### config.mk
export PLATFORM = sky130hd
export DESIGN_NAME = irq_arbiter
export DESIGN_NICKNAME = d
export VERILOG_FILES = /design/src/rtl/irq_pkg.sv /design/src/rtl/irq_arbiter_prio_enc.sv /design/src/rtl/irq_arbiter.sv
export SDC_FILE = /design/constraint.sdc
export NUM_CORES = 1
export LEC_CHECK = 0
export BUFFER_PORTS_ARGS = -buffer_cell sky130_fd_sc_hd__buf_2
export CAP_MARGIN = 20
export CORE_UTILIZATION = 45
export DETAILED_ROUTE_END_ITERATION = 16
export PLACE_DENSITY = 0.86
export SETUP_SLACK_MARGIN = 0.1
export SLEW_MARGIN = 20
export SYNTH_ARGS = -nofsm -noshare
export SYNTH_HDL_FRONTEND = slang
export SYNTH_SLANG_ARGS = --single-unit
### constraint.sdc
create_clock -name clk -period 1.5 [get_ports clk]
set_input_delay 0.15 -clock clk [delete_from_list [all_inputs] [get_ports clk]]
set_output_delay 0.15 -clock clk [all_outputs]
set_load 0.005 [all_outputs]
### src/rtl/irq_pkg.sv
// irq_arbiter shared types and register map.
// FSM encoding and config address constants.
package irq_pkg;

  typedef enum logic [1:0] {
    IDLE = 2'd0,
    REQ  = 2'd1,
    SVC  = 2'd2
  } irq_st_t;

  localparam logic [1:0] IRQ_MASK = 2'd0;
  localparam logic [1:0] IRQ_PEND = 2'd1;
  localparam logic [1:0] IRQ_STAT = 2'd2;
  localparam logic [1:0] IRQ_SOFT = 2'd3;

endpackage

### src/rtl/irq_arbiter_prio_enc.sv
// Lowest-index-first priority encoder.
// Index 0 wins over all others.
module prio_enc #(
  parameter int N = 8,
  parameter int W = 5
) (
  input  logic [N-1:0] req,
  output logic         valid,
  output logic [W-1:0] idx
);

  // scan high to low so the lowest set bit is the last write
  always_comb begin
    valid = |req;
    idx   = '0;
    for (int i = N - 1; i >= 0; i--) begin
      if (req[i]) idx = W'(i);
    end
  end

endmodule

### src/rtl/irq_arbiter.sv
// Fixed-priority interrupt arbiter for the beta core.
// Edge-detected sources, mask/pend regs, one in-service id.
module irq_arbiter #(
  parameter int N_SRC = 8,
  parameter int ID_W  = 5
) (
  input  logic             clk,
  input  logic             reset,
  input  logic [N_SRC-1:0] src,
  input  logic             sv_bit,
  input  logic             irq_ack,
  input  logic             eret,
  output logic             irq,
  output logic [ID_W-1:0]  irq_id,
  input  logic             cfg_we,
  input  logic [1:0]       cfg_addr,
  input  logic [31:0]      cfg_wdata,
  output logic [31:0]      cfg_rdata
);

  import irq_pkg::*;

  irq_st_t          st;
  logic [N_SRC-1:0] src_q;
  logic [N_SRC-1:0] pend;
  logic [N_SRC-1:0] mask;
  logic [N_SRC-1:0] wd;
  logic [N_SRC-1:0] rise;
  logic [N_SRC-1:0] id_oh;
  logic [N_SRC-1:0] pend_set;
  logic [N_SRC-1:0] pend_clr;
  logic [N_SRC-1:0] cand;
  logic             cand_vld;
  logic [ID_W-1:0]  cand_idx;
  logic             ack_ok;
  logic             req_live;
  logic             we_mask;
  logic             we_pend;
  logic             we_soft;
  logic [4:0]       id5;

  assign wd      = cfg_wdata[N_SRC-1:0];
  assign rise    = src & ~src_q;
  assign id_oh   = N_SRC'(1) << irq_id;
  assign cand    = pend & mask;
  assign irq     = (st == REQ) & ~sv_bit;
  assign ack_ok  = irq_ack & irq;
  assign req_live = |(cand & id_oh);

  assign we_mask = cfg_we & (cfg_addr == IRQ_MASK);
  assign we_pend = cfg_we & (cfg_addr == IRQ_PEND);
  assign we_soft = cfg_we & (cfg_addr == IRQ_SOFT);

  generate
    if (N_SRC < 32) begin : g_wd_unused
      logic wdata_unused;
      assign wdata_unused = ^cfg_wdata[31:N_SRC];
    end
  endgenerate

  prio_enc #(
    .N (N_SRC),
    .W (ID_W)
  ) u_enc (
    .req   (cand),
    .valid (cand_vld),
    .idx   (cand_idx)
  );

  // set/clear terms for PEND; set is applied last so it wins
  always_comb begin
    pend_set = rise;
    pend_clr = '0;
    if (we_soft) pend_set = pend_set | wd;
    if (we_pend) pend_clr = pend_clr | wd;
    if (ack_ok)  pend_clr = pend_clr | id_oh;
  end

  // previous src; loads during reset so held lines give no edge
  always_ff @(posedge clk) begin
    src_q <= src;
  end

  // PEND and MASK registers
  always_ff @(posedge clk) begin
    if (reset) begin
      pend <= '0;
      mask <= '0;
    end else begin
      pend <= (pend & ~pend_clr) | pend_set;
      if (we_mask) mask <= wd;
    end
  end

  // request / service FSM; id frozen once requested
  always_ff @(posedge clk) begin
    if (reset) begin
      st     <= IDLE;
      irq_id <= '0;
    end else begin
      unique case (st)
        IDLE: begin
          if (cand_vld) begin
            irq_id <= cand_idx;
            st     <= REQ;
          end
        end
        REQ: begin
          if (ack_ok)         st <= SVC;
          else if (!req_live) st <= IDLE;
        end
        SVC: begin
          if (eret) st <= IDLE;
        end
        default: st <= IDLE;
      endcase
    end
  end

  assign id5 = 5'(irq_id);

  // register read mux
  always_comb begin
    cfg_rdata = '0;
    unique case (cfg_addr)
      IRQ_MASK: cfg_rdata = 32'(mask);
      IRQ_PEND: cfg_rdata = 32'(pend);
      IRQ_STAT: cfg_rdata = {23'd0, id5, 2'b00, st};
      IRQ_SOFT: cfg_rdata = '0;
      default:  cfg_rdata = '0;
    endcase
  end

endmodule
==> results by group, run 1 <==
Logic synthesis
  • Yosys warnings: 0
  • Mapped cell area: 1660 um2
  • Synth unique cells: 37
  • Primary FF master, synth: dfxtp_1
  • Ys async rst share: 0%
  • Synthesized flop and latch total: 29
  • Avg Inst Size Synth: 8.44 um2
  • Sequential area share after synthesis: 34.9%
  • Cells after Synth: 197
  • EDFF count, synth: 0

Finish
  • Most common cell after layout, fill and taps aside: buf_2
  • Area Overhead vs Synth: 19.4%
  • Most frequent cells in the layout: buf_2, conb_1, dfxtp_1, nand2_1, a21oi_1
  • Seq. cell area: 589 um2
  • Layout cells sized above 1: 25.4%
  • Area of the multi-input gates: 911 um2
  • Nets: 292
  • Fillers: 308
  • ANT cells: 0
  • Final core occ: 57.7%

Global routing
  • Largest net degree at the start of global routing: 15
  • Total grt overflow: 0
  • Vias in the first global route: 1385
  • All-layer global routing usage: 20.3%
  • Initial antenna violation count: 0
  • First-pass GRT wire length: 6.27 mm

STA
  • Hold Vio Cnt, Final: 0
  • Minimum clock period: 1.34 ns
  • Skew final: 0.00861 ns
  • Final setup TNS: 0 ns
  • Setup violators final: 0
  • Post-route worst setup slack: 0.164 ns
  • Period utilization: 89.0%
  • RSZ-0062 raised after global routing: false
  • Fmax: 0.749 GHz
  • Slew Viols, Final: 0

Clock tree
  • Clock Tree Buf Depth: 2
  • Clk sink count: 29
  • Total CTS buffers: 5
  • Clk slew on worst S/H paths: 0.06 ns
  • Clock Tree Root: clkbuf_8
  • Htree depth: 2
  • TritonCTS clock tree: yes
  • Skew-Pair Late Insertion Delay: 0.28 ns

Pwr
  • Maximum vdd drop: 0.726 mV
  • Switching share of total power: 25.9%
  • Switching pwr: 0.451 mW
  • Pint: 1.29 mW
  • Reg power frac: 49.4%
  • Leak: 0.882 nW
  • Clock power share: 36.5%
  • Total Power: 1.75 mW
  • Comb pwr share: 14.1%
  • Pwr dens: 879 nW/um2

Worst hold path
  • HP Class: in -> reg

Die
  • Top Ports: 86
  • Die area: 3940 um2
  • Core area: 3440 um2
  • Std cell rows: 21
  • Starting Density: 48.3%
  • Die height: 62.8 um
  • Die Width: 62.8 um

Detailed routing
  • Drt total wl: 3.81 mm
  • Drt drc: 0
  • Initial DRT Pass Iterations: 4
  • Starting DRT DRC Count: 38
  • Routed Antenna Nets: 0
  • DR vias: 1528
  • Vias per inst: 5.27
  • WL/cell: 13.1 um

Critical path
  • R2R Setup Slk: 0.16 ns
  • Critical Path AT: 1.55 ns
  • CP Class: reg -> reg
  • Worst setup EP type: flop
  • Data required time of the worst path: 1.71 ns
  • Worst Path Max Fanout: 3
  • Startpoint type of the worst setup path: flop

Placement
  • Pre-CTS WS: 0.128 ns
  • RePlAce Congestion: 0.917
  • Port-buffer cells: 35
  • Hpwl dp: 2.76 mm

Outcome
  • Status: completed

Job
  • Max Cap Viol: 0
[state kept, by name, indices dropped and copies added (netlist names)]
register	cells
src_q	8
mask	8
pend	8
irq_id	3
st	2
[layer usage]
metal | vias to the layer above | track usage (%) | part of all wire, %
met1 | 702 | 24.4 | 45
met5 | - | 0 | 0
met4 | 0 | 9.01 | 2.0
met3 | 14 | 4.20 | 6.0
li1 | 738 | - | -
met2 | 74 | 34.6 | 47
[worst max-delay path, cell delays in order (launching register included)]
cell	delay, ns
dfxtp_1	0.39
mux4_2	0.52
mux2_4	0.28
o22ai_2	0.09
[logic make-up after synthesis]
logic type	after synthesis	share of synthesized area, %
other	1	0.226
buffers and inverters	44	16.5
AO/OA/AOI/OAI	45	17.8
multiplexers	18	11.9
flip-flops	29	34.9
AND/OR/NAND/NOR	60	18.7
[power by group through the flow]
stage	clock (mW)	sequential [mW]	combinational, mW
CTS	0.642	0.857	0.240
global route	0.669	0.869	0.273
finish	0.637	0.863	0.245
detailed placement	0	0.874	0.224
global placement	0	0.872	0.216
floorplan	0	0.857	0.197
[final timing paths]
check                     from       to  cells past startpoint
setup / recovery     irq_id[0]    st[0]                      3
hold / removal    cfg_wdata[0]  mask[0]                      3
setup reg to reg     irq_id[0]    st[0]                      3
hold reg to reg        pend[6]  pend[6]                      2
[stage by stage]
stage          area, um2  hold slack, ns  instances
2_1_floorplan       1760           0.178        222
4_1_cts             1960           0.140        289
3_5_place_dp        1790           0.266        274
5_1_grt             1990           0.160        290
3_3_place_gp        1790           0.263        274
6_report            1990           0.141        290
[cell type report]
type,instances,area share (%)
inverter,9,1.70
sequential,29,29.7
timing repair buffer,50,15.5
clock buffer,7,4.35
tap,46,2.90
multi-input combinational,149,45.9
[timing repair]
action | 4_1_cts | 5_1_grt
endpoints found under the setup margin | 0 | 8
hold buffers | 8 | 0
hold endpoints to repair | 8 | 0
gates resized for setup | 0 | 9
buffers inserted | 0 | 1
[cell usage after synthesis, types with 2 or more instances]
cell type | count | area [um2]
dfxtp_1 | 29 | 581
buf_4 | 26 | 195
a21oi_1 | 18 | 90.1
nand2_1 | 18 | 67.6
mux2i_1 | 16 | 160
nor2_1 | 15 | 56.3
inv_1 | 9 | 33.8
nor2b_1 | 9 | 56.3
o221ai_1 | 8 | 70.1
o21ai_0 | 7 | 35.0
clkbuf_1 | 5 | 18.8
a22oi_1 | 4 | 30.0
nand4_1 | 3 | 18.8
nand4b_1 | 3 | 26.3
a32oi_1 | 2 | 17.5
buf_2 | 2 | 10.0
nand2b_1 | 2 | 12.5
nor3b_1 | 2 | 15.0
No activity file was read; power rests on OpenSTA's default activity.
==> run 2: changes to the inputs <==
--- a/config.mk
+++ b/config.mk
@@ -9,7 +9,7 @@
 export CAP_MARGIN = 20
 export CORE_UTILIZATION = 45
 export DETAILED_ROUTE_END_ITERATION = 16
-export PLACE_DENSITY = 0.86
+export PLACE_DENSITY_LB_ADDON = 0.15
 export SETUP_SLACK_MARGIN = 0.1
 export SLEW_MARGIN = 20
 export SYNTH_ARGS = -nofsm -noshare
==> run 2 against run 1 <==
Register-to-register slack lost 0.03 ns. Worst hold slack lost 0.011 ns. Sequential power down 0.7%. Critical path type unchanged. Critical endpoint unchanged. Largest cell class unchanged. Highest routed layer unchanged.
==> results by group, run 2 (synthesis results as in run 1) <==
Clock tree
  • Post-CTS Setup Inserts: 0
  • TritonCTS clock tree: yes
  • Clock Tree Root: clkbuf_8
  • Clock Tree Buf Depth: 2
  • Clk slew on worst S/H paths: 0.06 ns
  • Clk sink count: 29
  • Skew-Pair Late Insertion Delay: 0.29 ns
  • Htree depth: 2
  • Total CTS buffers: 5

Pwr
  • Pint: 1.47 mW
  • Switching pwr: 0.480 mW
  • Pwr dens: 971 nW/um2
  • Reg power frac: 43.9%
  • Clock power share: 43.5%
  • Leak: 0.895 nW
  • Comb pwr share: 12.6%
  • Switching share of total power: 24.6%
  • Maximum vdd drop: 0.882 mV

Job
  • Max Cap Viol: 0

Detailed routing
  • Vias per inst: 5.04
  • Routed Antenna Nets: 0
  • Drt total wl: 3.67 mm
  • Uppermost routed layer: met4
  • Starting DRT DRC Count: 48
  • Metal-1 WL: 1.79 mm
  • Metal2 WL: 1.61 mm
  • Met3 WL post-DR: 241 um
  • DR vias: 1467
  • Initial DRT Pass Iterations: 5
  • Drt drc: 0
  • WL/cell: 12.6 um

Finish
  • Largest regs: mask x8, pend x8, src_q x8
  • Seq. cell area: 584 um2
  • Most common cell after layout, fill and taps aside: buf_2
  • Most frequent cells in the layout: buf_2, conb_1, dfxtp_1, nand2_1, a21oi_1
  • Layout cells sized above 1: 24.1%
  • Fillers: 353
  • ANT cells: 0
  • Area Overhead vs Synth: 20.8%
  • Area of the multi-input gates: 905 um2
  • Nets: 292

Placement
  • Hpwl dp: 2.68 mm
  • RePlAce Congestion: 0.836
  • Pre-CTS WS: 0.152 ns
  • Port-buffer cells: 35

STA
  • Minimum clock period: 1.36 ns
  • Post-route worst setup slack: 0.138 ns
  • Slew Viols, Final: 0
  • RSZ-0062 raised after global routing: false
  • Hold Vio Cnt, Final: 0
  • Setup violators final: 0
  • Slew @ Worst Pin: 0.476 ns
  • Max_slew headroom: 67.4%
  • Period utilization: 90.8%
  • Skew final: 0.00608 ns
  • Final setup TNS: 0 ns
  • Fmax: 0.734 GHz

Global routing
  • Initial antenna violation count: 0
  • All-layer global routing usage: 20.5%
  • Vias in the first global route: 1315
  • First-pass GRT wire length: 6.18 mm
  • Total grt overflow: 0
  • Largest net degree at the start of global routing: 14

Die
  • Top Ports: 86
  • Die area: 3940 um2
  • Core area: 3440 um2
  • Die height: 62.8 um
  • Die Width: 62.8 um
  • Std cell rows: 21
  • Starting Density: 48.3%

Critical path
  • Critical Path AT: 1.58 ns
  • Worst Path Max Fanout: 5
  • Kind of cell adding the most delay to the critical path: multiplexers
  • Buf/Inv on CP: 0
  • Worst path cell trace: mux4_2 -> mux2_4 -> o22ai_2
  • Worst setup EP type: flop
  • Data required time of the worst path: 1.72 ns
  • CP peak stage delay: 0.53 ns
  • Startpoint type of the worst setup path: flop
  • CP max stage cell: mux4_2
  • CP Class: reg -> reg

Worst hold path
  • HP Class: in -> reg

Outcome
  • Status: completed
[run 2: changes by cell type in the layout (fill, tap and decap cells not counted)]
cell	delta
bufinv_16	+1
o221ai_2	-1
dfxtp_1	+4
clkinvlp_4	+1
dfxtp_2	-4
o221ai_1	+1
clkbuf_1	-1
[run 2: tightest hold or removal path, delay by kind of cell]
kind | cells | cell delay, ns
buffers and inverters | 1 | 0.09
AND/OR/NAND/NOR | 1 | 0.07
multiplexers | 1 | 0.06
[run 2: layout make-up]
cell class	count	share of cell area, %
Tap cell	46	2.87
Sequential cell	29	29.1
Inverter	9	1.68
Clock inverter	2	1.87
Multi-Input combinational cell	149	45.0
Clock buffer	6	4.11
Timing Repair Buffer	50	15.3
[run 2: stage by stage]
stage	cells	hold WS [ns]	utilization [%]	area [um2]	power, mW
floorplan	222	0.178	-	1760	1.05
global placement	275	0.263	52.3	1800	1.10
detailed placement	275	0.265	52.3	1800	1.10
CTS	291	0.130	58.2	2000	1.96
global route	291	0.153	58.3	2010	2.04
finish	291	0.130	58.3	2010	1.95
[run 2: what timing repair did]
| item | CTS | global route |
|---|---|---|
| endpoints found under the hold margin | 8 | 0 |
| hold buffers | 8 | 0 |
| setup endpoints to repair | 0 | 2 |
| resized for setup | 0 | 4 |
[run 2: path summary, 6_finish.rpt]
path,start,endpoint,slack [ns],depth (start not counted)
worst min-delay path,cfg_wdata[1],mask[1],0.13,3
worst max register to register,irq_id[0],st[0],0.14,3
worst max-delay path,irq_id[0],st[0],0.14,3
worst min register to register,pend[4],pend[4],0.52,2
[run 2: power by group through the flow]
| stage | Clock (mW) | Sequential (mW) | Combinational [mW] |
|---|---|---|---|
| 2_1_floorplan | 0 | 0.857 | 0.197 |
| 3_3_place_gp | 0 | 0.871 | 0.226 |
| 3_5_place_dp | 0 | 0.872 | 0.228 |
| 4_1_cts | 0.858 | 0.855 | 0.246 |
| 5_1_grt | 0.895 | 0.864 | 0.278 |
| 6_report | 0.848 | 0.857 | 0.246 |
[run 2: metal layers]
layer | GRT usage [%] | vias to the layer above
met4 | 11.3 | 0
li1 | - | 739
met2 | 29.3 | 65
met3 | 5.29 | 5
met1 | 27.7 | 658
met5 | 0 | -
